==> src/rtl/ysyx_23060236_btb_update_pkg.sv <==
// Shared definitions for the BTB update path: the address-width default, the
// FSM state encoding and the sequential PC increment.
package ysyx_23060236_btb_update_pkg;

   localparam int ADDR_LEN_DEFAULT = 32;
   localparam int PC_INC           = 4;

   typedef enum logic {
      IDLE  = 1'b0,
      REDIR = 1'b1
   } btb_upd_state_e;

endpackage

==> src/rtl/ysyx_23060236_sync_fifo.sv <==
// Parameterised synchronous valid/ready FIFO with full/empty flags.
// DEPTH must be a power of two (>= 2); pointers carry one extra wrap bit.
module ysyx_23060236_sync_fifo #(
   parameter int WIDTH = 64,
   parameter int DEPTH = 2
) (
   input  logic             clock,
   input  logic             reset,
   input  logic             push_valid_i,
   output logic             push_ready_o,
   input  logic [WIDTH-1:0] push_data_i,
   output logic             pop_valid_o,
   input  logic             pop_ready_i,
   output logic [WIDTH-1:0] pop_data_o,
   output logic             full_o,
   output logic             empty_o
);

   localparam int AW = (DEPTH > 1) ? $clog2(DEPTH) : 1;

   logic [AW:0]      wr_ptr_q, wr_ptr_d;
   logic [AW:0]      rd_ptr_q, rd_ptr_d;
   logic [WIDTH-1:0] mem_q [DEPTH];
   logic             push;
   logic             pop;

   // Same index with differing wrap bits means the writer has lapped the reader.
   assign full_o       = (wr_ptr_q[AW] != rd_ptr_q[AW]) &&
                         (wr_ptr_q[AW-1:0] == rd_ptr_q[AW-1:0]);
   assign empty_o      = (wr_ptr_q == rd_ptr_q);
   assign push_ready_o = !full_o;
   assign pop_valid_o  = !empty_o;
   assign pop_data_o   = mem_q[rd_ptr_q[AW-1:0]];

   assign push = push_valid_i & push_ready_o;
   assign pop  = pop_valid_o & pop_ready_i;

   always_comb begin
      wr_ptr_d = wr_ptr_q;
      rd_ptr_d = rd_ptr_q;
      if (push) begin
         wr_ptr_d = wr_ptr_q + (AW+1)'(1);
      end
      if (pop) begin
         rd_ptr_d = rd_ptr_q + (AW+1)'(1);
      end
   end

   always_ff @(posedge clock or negedge reset) begin
      if (!reset) begin
         wr_ptr_q <= '0;
         rd_ptr_q <= '0;
      end else begin
         wr_ptr_q <= wr_ptr_d;
         rd_ptr_q <= rd_ptr_d;
      end
   end

   always_ff @(posedge clock or negedge reset) begin
      if (!reset) begin
         for (int i = 0; i < DEPTH; i++) begin
            mem_q[i] <= '0;
         end
      end else if (push) begin
         mem_q[wr_ptr_q[AW-1:0]] <= push_data_i;
      end
   end

endmodule

==> src/rtl/ysyx_23060236_btb_update.sv <==
// EXU-side BTB writer: detects mispredicts, holds an IFU redirect and queues
// BTB writes. Define YSYX_23060236_BTB_PERF_EN to build the perf counters.
module ysyx_23060236_btb_update
   import ysyx_23060236_btb_update_pkg::*;
#(
   parameter int ADDR_LEN   = ADDR_LEN_DEFAULT,
   parameter int FIFO_DEPTH = 2,
   parameter int CNT_LEN    = 32
) (
   input  logic                clock,
   input  logic                reset,
   input  logic                res_valid,
   output logic                res_ready,
   input  logic [ADDR_LEN-1:0] res_pc,
   input  logic [ADDR_LEN-1:0] res_pred_npc,
   input  logic                res_is_cf,
   input  logic                res_taken,
   input  logic [ADDR_LEN-1:0] res_target,
   output logic                redirect_valid,
   input  logic                redirect_ready,
   output logic [ADDR_LEN-1:0] redirect_pc,
   output logic                btb_wvalid,
   input  logic                btb_wready,
   output logic [ADDR_LEN-1:0] btb_awaddr,
   output logic [ADDR_LEN-1:0] btb_wdata,
   output logic [CNT_LEN-1:0]  perf_cf_cnt,
   output logic [CNT_LEN-1:0]  perf_mp_cnt
);

   btb_upd_state_e         state_q, state_d;
   logic [ADDR_LEN-1:0]    redirect_pc_q, redirect_pc_d;
   logic [ADDR_LEN-1:0]    actual_npc;
   logic                   mispredict;
   logic                   need_upd;
   logic                   fire;
   logic                   fifo_full;
   logic                   fifo_empty;
   logic                   fifo_push_ready;
   logic                   fifo_pop_valid;
   logic                   fifo_unused;
   logic [2*ADDR_LEN-1:0]  fifo_head;

   assign actual_npc = res_taken ? res_target : (res_pc + ADDR_LEN'(PC_INC));
   assign mispredict = res_is_cf & (actual_npc != res_pred_npc);
   assign need_upd   = res_is_cf & res_taken & (res_target != res_pred_npc);

   // Acceptance depends only on registered state so it never combinationally
   // follows res_valid; a pop in the same cycle does not open a slot.
   assign res_ready = (state_q == IDLE) & !fifo_full;
   assign fire      = res_valid & res_ready;

   always_comb begin
      state_d       = state_q;
      redirect_pc_d = redirect_pc_q;
      case (state_q)
         IDLE: begin
            if (fire && mispredict) begin
               state_d       = REDIR;
               redirect_pc_d = actual_npc;
            end
         end
         REDIR: begin
            if (redirect_ready) begin
               state_d = IDLE;
            end
         end
         default: state_d = IDLE;
      endcase
   end

   always_ff @(posedge clock or negedge reset) begin
      if (!reset) begin
         state_q       <= IDLE;
         redirect_pc_q <= '0;
      end else begin
         state_q       <= state_d;
         redirect_pc_q <= redirect_pc_d;
      end
   end

   assign redirect_valid = (state_q == REDIR);
   assign redirect_pc    = redirect_pc_q;

   ysyx_23060236_sync_fifo #(
      .WIDTH (2*ADDR_LEN),
      .DEPTH (FIFO_DEPTH)
   ) u_upd_fifo (
      .clock        (clock),
      .reset        (reset),
      .push_valid_i (fire & need_upd),
      .push_ready_o (fifo_push_ready),
      .push_data_i  ({res_pc, res_target}),
      .pop_valid_o  (fifo_pop_valid),
      .pop_ready_i  (btb_wready),
      .pop_data_o   (fifo_head),
      .full_o       (fifo_full),
      .empty_o      (fifo_empty)
   );

   // Handshake mirrors of full/empty; the flags themselves drive the logic.
   assign fifo_unused = fifo_push_ready ^ fifo_pop_valid;

   assign btb_wvalid = !fifo_empty;
   assign btb_awaddr = fifo_head[2*ADDR_LEN-1:ADDR_LEN];
   assign btb_wdata  = fifo_head[ADDR_LEN-1:0];

`ifdef YSYX_23060236_BTB_PERF_EN
   logic [CNT_LEN-1:0] cf_cnt_q, cf_cnt_d;
   logic [CNT_LEN-1:0] mp_cnt_q, mp_cnt_d;

   // Both counters stick at all-ones rather than wrapping.
   always_comb begin
      cf_cnt_d = cf_cnt_q;
      mp_cnt_d = mp_cnt_q;
      if (fire && res_is_cf && (cf_cnt_q != '1)) begin
         cf_cnt_d = cf_cnt_q + CNT_LEN'(1);
      end
      if (fire && mispredict && (mp_cnt_q != '1)) begin
         mp_cnt_d = mp_cnt_q + CNT_LEN'(1);
      end
   end

   always_ff @(posedge clock or negedge reset) begin
      if (!reset) begin
         cf_cnt_q <= '0;
         mp_cnt_q <= '0;
      end else begin
         cf_cnt_q <= cf_cnt_d;
         mp_cnt_q <= mp_cnt_d;
      end
   end

   assign perf_cf_cnt = cf_cnt_q;
   assign perf_mp_cnt = mp_cnt_q;
`else
   assign perf_cf_cnt = '0;
   assign perf_mp_cnt = '0;
`endif

endmodule

==> config.mk <==
export PLATFORM = sky130hd
export DESIGN_NAME = ysyx_23060236_btb_update
export DESIGN_NICKNAME = d
export VERILOG_FILES = /design/src/rtl/ysyx_23060236_btb_update_pkg.sv /design/src/rtl/ysyx_23060236_sync_fifo.sv /design/src/rtl/ysyx_23060236_btb_update.sv
export SDC_FILE = /design/constraint.sdc
export NUM_CORES = 1
export LEC_CHECK = 0
export BUFFER_PORTS_ARGS = -buffer_cell sky130_fd_sc_hd__buf_2
export CORE_MARGIN = 4
export CORE_UTILIZATION = 45
export DETAILED_ROUTE_END_ITERATION = 10
export PLACE_DENSITY_LB_ADDON = 0.25
export SLEW_MARGIN = 20
export SYNTH_ARGS = -nofsm -noshare
export SYNTH_HDL_FRONTEND = slang
export SYNTH_SLANG_ARGS = --single-unit
==> constraint.sdc <==
create_clock -name clock -period 6.8 [get_ports clock]
set_input_delay 1.02 -clock clock [delete_from_list [all_inputs] [get_ports clock]]
set_output_delay 1.02 -clock clock [all_outputs]
set_load 0.02 [all_outputs]
==> metrics.txt, run 1 <==
final WL 28900 microns; hold_ws 0.496 ns; Die ar. 24900 sq um; DR WL/cell ~21 microns; synthesis-to-finish area growth 15.4%; vias in the first global route 7522; Cell Pwr Density 437 nW/um^2; Post-synth ARST share 1.00; most frequent cell after synthesis mux2_2; Ys Warns 0; dpl cells 1331; core area 22000 sq um; CTS resizes 0; Clock Latency Late Sink 0.42 ns; largest net degree at the start of global routing 99; post-detail-place hpwl 21800 microns; total grt overflow 0; vias 7546; global-route wire length before repair 44300 microns; Reg area ~4100 sq um; DR pass1 iterations 5; drt initial violations 539; CTS Hold Bufs 0; hold depth 1; Critical path origin res_pred_npc[13]; Tightest Pin Transition 1.06 ns; Reg-to-Reg End u_upd_fifo.mem_q[76]$_DFFE_PN0P_; Final GP Congestion 0.943; clock-pin transition on the worst setup and hold timing paths 0.06 ns; CTS tree yes; count of final hold-check violations 0; crit path to u_upd_fifo.mem_q[52]$_DFFE_PN0P_; met3 wire length between 1500 and 2000 microns; layout cells sized above 1 0.433; status completed; Final Power 5090 uW; CTS H-tree depth 4; Commonest cells post-synth mux2_2 (194), dfrtp_1 (165), buf_4 (64); top post-synthesis cells by area dfrtp_1 (41%), mux2_2 (22%), buf_4 (4.8%), xnor2_1 (3.9%), mux2_4 (3.6%); RSZ-0062 raised after global routing no; r2r setup slk 3.19 ns; Setup Buffers After CTS 0; CP max FO 65; Post-DRT Antenna Nets 0; critical path's slowest cell o311ai_0; Setup crit start kind input pin; Crit path depth 10; Period Utilization, post-route 0.699; Gate Count Post-Synth 904; Synth cell types 74; clock power share 0.209; footprint of the multi-input gates 5370 sq um; final net count 1174; met1 WL 13200 microns; # IOs approximately 270; Yosys reg bits 165; Top FF cell, synth dfrtp_1; fmax roughly 210 MHz; row count 54; CP Data Required Time 7.10 ns; Crit. End Element flop; critical-path cell list buf_2, xnor2_1, nand4_1, nor4_1, nand4_1, o311ai_0, inv_1, nand2_2, buf_4, mux2_2; WS Path Type in -> reg; Vias/cell 5.54; Final Skew 0.00837 ns; Die X about 160 microns; Seq pwr share 0.338; Pint 3210 uW; # clock sinks roughly 170; synthesized area per cell 11.2 sq um; most frequent CP cell nand4_1; DRC 0; Final Non-Filler Cells 1363; Setup Total Neg Slack 0 ns; die height 158 microns; Yosys top cell by area dfrtp_1; CTS root buf clkbuf_16; CTS Buffer Depth 2; Leakage Power approximately 0.0053 uW; Final Instance Area around 12000 sq um; Max Cap Viol 0; post-synth top area share 0.409; VDD IR max 245 uV; CTS Buf Count 17; initial core utilization 0.459; Switch Pwr roughly 1900 uW; worst reg2reg startpoint u_upd_fifo.wr_ptr_q[0]$_DFFE_PN0P_; initial antenna violation count 1; Net Sw Frac 0.370; combinational share of power 0.453; final setup fails 0; met2 wire length 13500 microns; DR top layer met5; GRT Total Usage 0.232; synthesized area 10100 sq um; minimum clock period 4.75 ns; register area share after synthesis 0.409; Cell Area, Placed 11000 sq um; EDFF count, synth 0; Worst path top cell family by delay simple AND/OR/NAND/NOR gates; crit-path max cell delay 0.91 ns; worst path bufs/invs 3; Slew headroom 0.294; crit path DAT 5.05 ns; worst r2r path cells 7; Hold Crit Class reg -> reg; count of filler cells inserted in the layout 2009; Final Max Slew Viols 0; IO Port Bufs 201
## power by group through the flow
stage	Clock [uW]	Combinational [uW]	Sequential, uW
CTS	1090	2340	1720
finish	1060	2310	1720
detailed placement	0	2330	1740
floorplan	0	1600	1780
global route	1130	2470	1780
global placement	0	2310	1720
## layer usage
metal,track usage,up-vias
met4,0.0430,2
met1,0.324,3755
met3,0.0525,22
met2,0.374,299
li1,-,3468
met5,0,-
## area by class of cell
class,count,share of cell area
diodes,1,0.000215
clock buffers,20,0.0384
clock inverters,11,0.0171
inverters,23,0.00742
multi-input cells,656,0.461
flip-flops and latches,165,0.355
well taps,280,0.0301
repair buffers,207,0.0908
## cells in the final DEF, fill, tap and decap left out, types with 6 or more instances in the layout
cell       count
and3_1         7
o21ai_0       22
a21oi_1       12
a31oi_1        7
dfrtp_1      164
nand2_1       44
nand3_1       11
conb_1        64
or3_1          8
nor2_1        25
clkbuf_16     17
a211oi_1       6
or4_1          6
inv_1         23
mux2_2       194
buf_2        200
xnor2_1       45
nor3_1         8
mux2_4        24
nor4_1        14
nand4_1       18
a2111oi_0      7
and4_1         7
buf_4          6
xor2_1        30
nor2b_1        8
## worst register-to-register path, stage by stage (launching register included)
cell and delay, ns:
dfrtp_1 0.49, xnor2_1 0.19, a21oi_1 0.30, and3_1 0.28, o311ai_0 0.34, nor2_4 0.90
buf_4 0.58, mux2_2 0.42
## state kept, by name (all words and copies together), names as in the netlist
signal and flops:
u_upd_fifo.wr_ptr_q 2, u_upd_fifo.mem_q 128, redirect_pc 32, u_upd_fifo.rd_ptr_q 2, redirect_valid 1
## cell families after synthesis
| logic type | synth area share |
|---|---|
| and+or+nand+nor | 0.105 |
| muxes | 0.260 |
| other | 0.000372 |
| buffers and inverters | 0.0829 |
| xor gates and xnor gates | 0.0651 |
| DFF | 0.409 |
| AOI/OAI and AO/OA | 0.0768 |
| adders and majority gates | 0.00124 |
## metrics by stage
step,util,setup WS [ns]
final,0.530,2.05
after CTS,0.530,2.19
after detailed placement,0.501,1.78
after global placement,0.501,1.74
after floorplan,-,3.17
after global routing,0.530,1.86
## worst min-delay path by stage
stage                                          start                                to
floorplan           u_upd_fifo.mem_q[10]$_DFFE_PN0P_  u_upd_fifo.mem_q[10]$_DFFE_PN0P_
global placement    u_upd_fifo.mem_q[61]$_DFFE_PN0P_  u_upd_fifo.mem_q[61]$_DFFE_PN0P_
detailed placement        redirect_pc[0]$_DFFE_PN0P_        redirect_pc[0]$_DFFE_PN0P_
CTS                       redirect_pc[0]$_DFFE_PN0P_        redirect_pc[0]$_DFFE_PN0P_
global route        u_upd_fifo.mem_q[68]$_DFFE_PN0P_  u_upd_fifo.mem_q[68]$_DFFE_PN0P_
finish                    redirect_pc[0]$_DFFE_PN0P_        redirect_pc[0]$_DFFE_PN0P_
Power figures use the tool's default switching activity.
==> run 2: changes to the inputs <==
clock period = 4.9 ns   (was 6.8 ns; I/O delays follow)
==> metrics.txt, run 2 (same netlist as run 1, synthesis figures left out) <==
CTS Hold Bufs 0 (unchanged); final setup fails 0 (unchanged); most common library cell in the layout ignoring fill and taps buf_2; core area 22000 sq um (unchanged); row count 54 (unchanged); Period Utilization, post-route 0.765; die height 158 microns (unchanged); # IOs 266 (unchanged); Clock Latency Late Sink 0.43 ns (about the same); synthesis-to-finish area growth 16.8%; Die X 158 microns (unchanged); Tightest Pin Transition 0.971 ns (-0.0852 ns); WS Path Type in -> reg; Die ar. 24900 sq um (unchanged); DR WL/cell 21.1 microns (-0.25%); drt initial violations 543 (+0.74%); status completed; Vias/cell 5.49 (-0.79%); IO Port Bufs 201 (unchanged); CTS Buf Count 17 (unchanged); # clock sinks 165 (unchanged); Final GP Congestion 0.986 (+4.6%); global-route wire length before repair 45000 microns (+1.5%); Final Skew 0.00988 ns (+0.00151 ns); CTS H-tree depth 4 (unchanged); final WL 29200 microns (+1.1%); initial core utilization 0.459 (unchanged); setup ws final 1.15 ns (-0.896 ns); final net count 1191 (+1.4%); CTS resizes 0 (unchanged); Crit. End Element flop; RSZ-0062 raised after global routing no; max reg flops 128 (unchanged); CTS tree yes; CP max FO 19 (-71%); Biggest register u_upd_fifo.mem_q; Post-DRT Antenna Nets 0 (unchanged); total grt overflow 0 (unchanged); dpl ws 0.758 ns (-1.03 ns); count of final hold-check violations 0 (unchanged); VDD IR max 333 uV (+36%); hold_ws 0.386 ns (-0.109 ns); CTS root buf clkbuf_16; GRT Total Usage 0.237 (+0.00502); vias 7585 (+0.52%); CTS Buffer Depth 2 (unchanged); Final Max Slew Viols 0 (unchanged); most frequent cells in the layout buf_2 (200), mux2_2 (194), dfrtp_1 (164), conb_1 (64), xnor2_1 (45); CP Data Required Time 5.21 ns (-1.89 ns); clock-pin transition on the worst setup and hold timing paths 0.07 ns (about the same); Slew headroom 0.353 (+0.0585); initial antenna violation count 3 (+2); minimum clock period 3.75 ns; post-detail-place hpwl 22300 microns (+2.4%); DRC 0 (unchanged); largest net degree at the start of global routing 96 (-3.0%); layout cells sized above 1 0.443 (+0.0102); Leakage Power 0.00534 uW (+1.3%); Hold Crit Class in -> async; crit path DAT 4.06 ns (-0.99 ns); Setup crit start kind input pin; DR pass1 iterations 5 (unchanged); vias in the first global route 7626 (+1.4%); Setup Total Neg Slack 0 ns (unchanged); Setup Buffers After CTS 0 (unchanged); Cell Pwr Density 597 nW/um^2 (+36%); Max Cap Viol 0 (unchanged); fmax 267 MHz
run 2: changes by cell type in the layout (fill, tap and decap cells not counted), sizes merged:
cell / delta
buf: +17
bufinv: -2
clkbuf: -2
clkinv: -1
clkinvlp: +4
inv: +2
run 2: through the flow:
step | area [sq um] | util | power [uW] | cells
detailed placement | 11200 | 0.509 | 5680 | 1348
CTS | 11800 | 0.536 | 7100 | 1380
global route | 11800 | 0.536 | 7430 | 1380
finish | 11800 | 0.536 | 7030 | 1381
global placement | 11200 | 0.509 | 5610 | 1348
floorplan | 10300 | - | 4690 | 967
run 2: routing by layer:
metal	global-route usage	vias up	wire [microns]
li1	-	3493	-
met1	0.328	3734	13000
met2	0.374	303	13500
met3	0.0500	49	2040
met4	0.0717	6	573
met5	0	-	22
run 2: layout make-up:
| class | instances | area (sq um) |
|---|---|---|
| multi-input cells | 656 | 5370 |
| repair buffers | 224 | 1230 |
| inverters | 23 | 86.3 |
| diodes | 1 | 2.50 |
| clock inverters | 14 | 176 |
| flip-flops and latches | 165 | 4130 |
| clock buffers | 18 | 429 |
| fillers | 1952 | 10200 |
| well taps | 280 | 350 |
run 2: final timing paths:
kind                                               startpoint                                 to  slack, ns  depth (start not counted)
max in group asynchronous                               reset   u_upd_fifo.mem_q[82]$_DFFE_PN0P_       3.59                          2
hold / removal                                          reset  u_upd_fifo.mem_q[102]$_DFFE_PN0P_       0.39                          1
setup / recovery                                    res_pc[5]        redirect_pc[23]$_DFFE_PN0P_       1.15                         11
setup reg to reg           u_upd_fifo.wr_ptr_q[0]$_DFFE_PN0P_  u_upd_fifo.mem_q[118]$_DFFE_PN0P_       2.02                          8
min in group clock                 redirect_pc[3]$_DFFE_PN0P_         redirect_pc[3]$_DFFE_PN0P_       0.50                          1
hold reg to reg                    redirect_pc[3]$_DFFE_PN0P_         redirect_pc[3]$_DFFE_PN0P_       0.50                          1
run 2: power by group:
group / internal [uW] / switching, uW
clock: 809 / 594
combinational: 1510 / 1710
sequential: 2040 / 360
total: 4360 / 2670
run 2: critical path, stage by stage:
cell,delay [ns]
buf_2,0.17
nand4_2,0.41
nor4_1,0.62
buf_4,0.22
a32o_1,0.13
a211oi_1,0.05
a41oi_1,0.23
and4bb_1,0.28
a21oi_4,0.60
buf_12,0.27
mux2_4,0.31
==> run 3: changes to the inputs <==
ABC_AREA = 1   (was default)
clock period = 3.35 ns   (was 4.9 ns; I/O delays follow)
==> metrics.txt, run 3 <==
status completed; CP max FO 90 (+71); post-detail-place hpwl 21900 microns (-1.7%); VDD IR max 423 uV (+27%); worst r2r path cells 9 (+1); WS Path Type reg -> reg; Gate Count Post-Synth 1398 (+55%); critical path's slowest cell buf_4; most frequent cell after synthesis nand2_1; Post-DRT Antenna Nets 0 (unchanged); CTS resizes 0 (unchanged); # IOs 266 (unchanged); Setup crit start kind flop; Biggest register u_upd_fifo.mem_q; RSZ-0062 raised after global routing no; Hold Crit Class in -> async; Commonest cells post-synth nand2_1 (493), o21ai_0 (170), dfrtp_1 (165); synthesized area per cell 7.15 sq um (-36%); final WL 29400 microns (+0.75%); synthesis-to-finish area growth 15.4%; EDFF count, synth 0 (unchanged); largest net degree at the start of global routing 91 (-5.2%); count of final hold-check violations 0 (unchanged); initial core utilization 0.458 (-0.00111); Vias/cell 4.92 (-10%); Final GP Congestion 0.918 (-6.9%); Crit path depth 9 (-2); Max Cap Viol 0 (unchanged); critical-path cell list xnor2_1, inv_1, a21oi_1, nand3_1, inv_2, nand3_1, nor2_4, buf_4, o21ai_0; max reg flops 128 (unchanged); synthesized area 10000 sq um (-0.86%); Worst path top cell family by delay simple AND/OR/NAND/NOR gates; final net count 1676 (+41%); worst path bufs/invs 3 (unchanged); Top FF cell, synth dfrtp_1; minimum clock period 3.06 ns; most common library cell in the layout ignoring fill and taps nand2_1; Yosys reg bits 165 (unchanged); Final Power 9790 uW (+39%); Synth cell types 36 (-51%); top post-synthesis cells by area dfrtp_1 (41%), nand2_1 (19%), o21ai_0 (8.5%), inv_1 (5.5%), buf_4 (4.8%); Cell Pwr Density 849 nW/um^2 (+42%); CP Data Required Time 3.61 ns (-1.60 ns); total grt overflow 0 (unchanged); post-synth top area share 0.413 (+0.00353); most frequent CP cell nand3_1; Yosys top cell by area dfrtp_1; CTS Buf Count 17 (unchanged); final setup fails 0 (unchanged); DRC 0 (unchanged); CTS H-tree depth 4 (unchanged); Leakage Power 0.00608 uW (+14%); vias 9188 (+21%); row count 54 (unchanged); Slew headroom 0.468 (+0.115); CTS tree yes; global-route wire length before repair 45900 microns (+2.2%); most frequent cells in the layout nand2_1 (493), buf_2 (200), o21ai_0 (170), dfrtp_1 (164), inv_1 (147); crit-path max cell delay 0.76 ns (+0.14 ns); vias in the first global route 8793 (+15%); Post-synth ARST share 1.00 (unchanged); Die ar. 24700 sq um (-0.81%); CTS Buffer Depth 2 (unchanged); Final Max Slew Viols 0 (unchanged); fmax between 300 and 400 MHz; r2r setup slk 0.29 ns (-1.73 ns); DR pass1 iterations 5 (unchanged); die height 157 microns (-0.41%); crit path DAT 3.32 ns (-0.74 ns); initial antenna violation count 7 (+4); register area share after synthesis 0.413 (+0.00353); core area 21800 sq um (-0.62%); GRT Total Usage 0.237 (about the same); hold_ws 0.00422 ns (-0.382 ns); Die X 157 microns (-0.41%); IO Port Bufs 201 (unchanged); layout cells sized above 1 0.190 (-0.253); Clock Latency Late Sink 0.43 ns (about the same); Setup Buffers After CTS 0 (unchanged); drt initial violations 710 (+31%); Period Utilization, post-route 0.912; Ys Warns 0 (unchanged); Tightest Pin Transition 0.799 ns (-0.173 ns); Final Skew 0.0108 ns (+0.000878 ns); Crit. End Element flop; CTS root buf clkbuf_16; # clock sinks 165 (unchanged); CTS Hold Bufs 0 (unchanged); Setup Total Neg Slack 0 ns (unchanged); clock-pin transition on the worst setup and hold timing paths 0.07 ns (about the same); DR WL/cell 15.7 microns (-25%)
-- run 3: metrics by stage --
stage	cells	instance area, sq um	util	setup WS [ns]
after global routing	1864	11500	0.528	0.00544
after CTS	1863	11500	0.528	0.253
final	1867	11500	0.529	0.294
after detailed placement	1833	11000	0.503	0.225
after floorplan	1461	10200	-	1.08
after global placement	1833	11000	0.503	0.359
-- run 3: per-layer routing --
layer / GRT usage / vias up / part of all wire
li1: - / 4592 / -
met1: 0.307 / 4256 / 0.42
met2: 0.397 / 290 / 0.48
met3: 0.0602 / 42 / 0.080
met4: 0.0655 / 8 / 0.019
met5: 0 / - / 0.0014
-- run 3: cell type report --
class	instances	area (sq um)
inverters	152	571
fillers	2194	10300
clock inverters	6	70.1
repair buffers	216	1140
multi-input cells	1020	4780
flip-flops and latches	165	4130
diodes	4	10.0
clock buffers	24	482
well taps	280	350
-- run 3: worst paths after layout --
check                                                        start                           endpoint
worst max-delay path            u_upd_fifo.wr_ptr_q[1]$_DFFE_PN0P_   u_upd_fifo.mem_q[76]$_DFFE_PN0P_
worst min-delay path                                         reset  u_upd_fifo.mem_q[118]$_DFFE_PN0P_
worst max register to register  u_upd_fifo.wr_ptr_q[1]$_DFFE_PN0P_   u_upd_fifo.mem_q[76]$_DFFE_PN0P_
worst min register to register          redirect_pc[0]$_DFFE_PN0P_         redirect_pc[0]$_DFFE_PN0P_
max in group asynchronous                                    reset         redirect_pc[1]$_DFFE_PN0P_
min in group clock                                  redirect_ready           redirect_valid$_DFF_PN0_
-- run 3: power breakdown --
part           total, uW  switching, uW  internal (uW)
logic               4460           3040           1420
clock network       1910            831           1080
registers           3420            427           2990
total               9790           4300           5500
-- run 3: kinds of logic after synthesis --
family / count (synthesis) / synth area share
buf+inv: 276 / 0.134
flops: 165 / 0.413
simple gates: 712 / 0.308
other cells: 1 / 0.000375
xor+xnor: 39 / 0.0342
compound gates: 204 / 0.109
fa+ha+maj: 1 / 0.00125
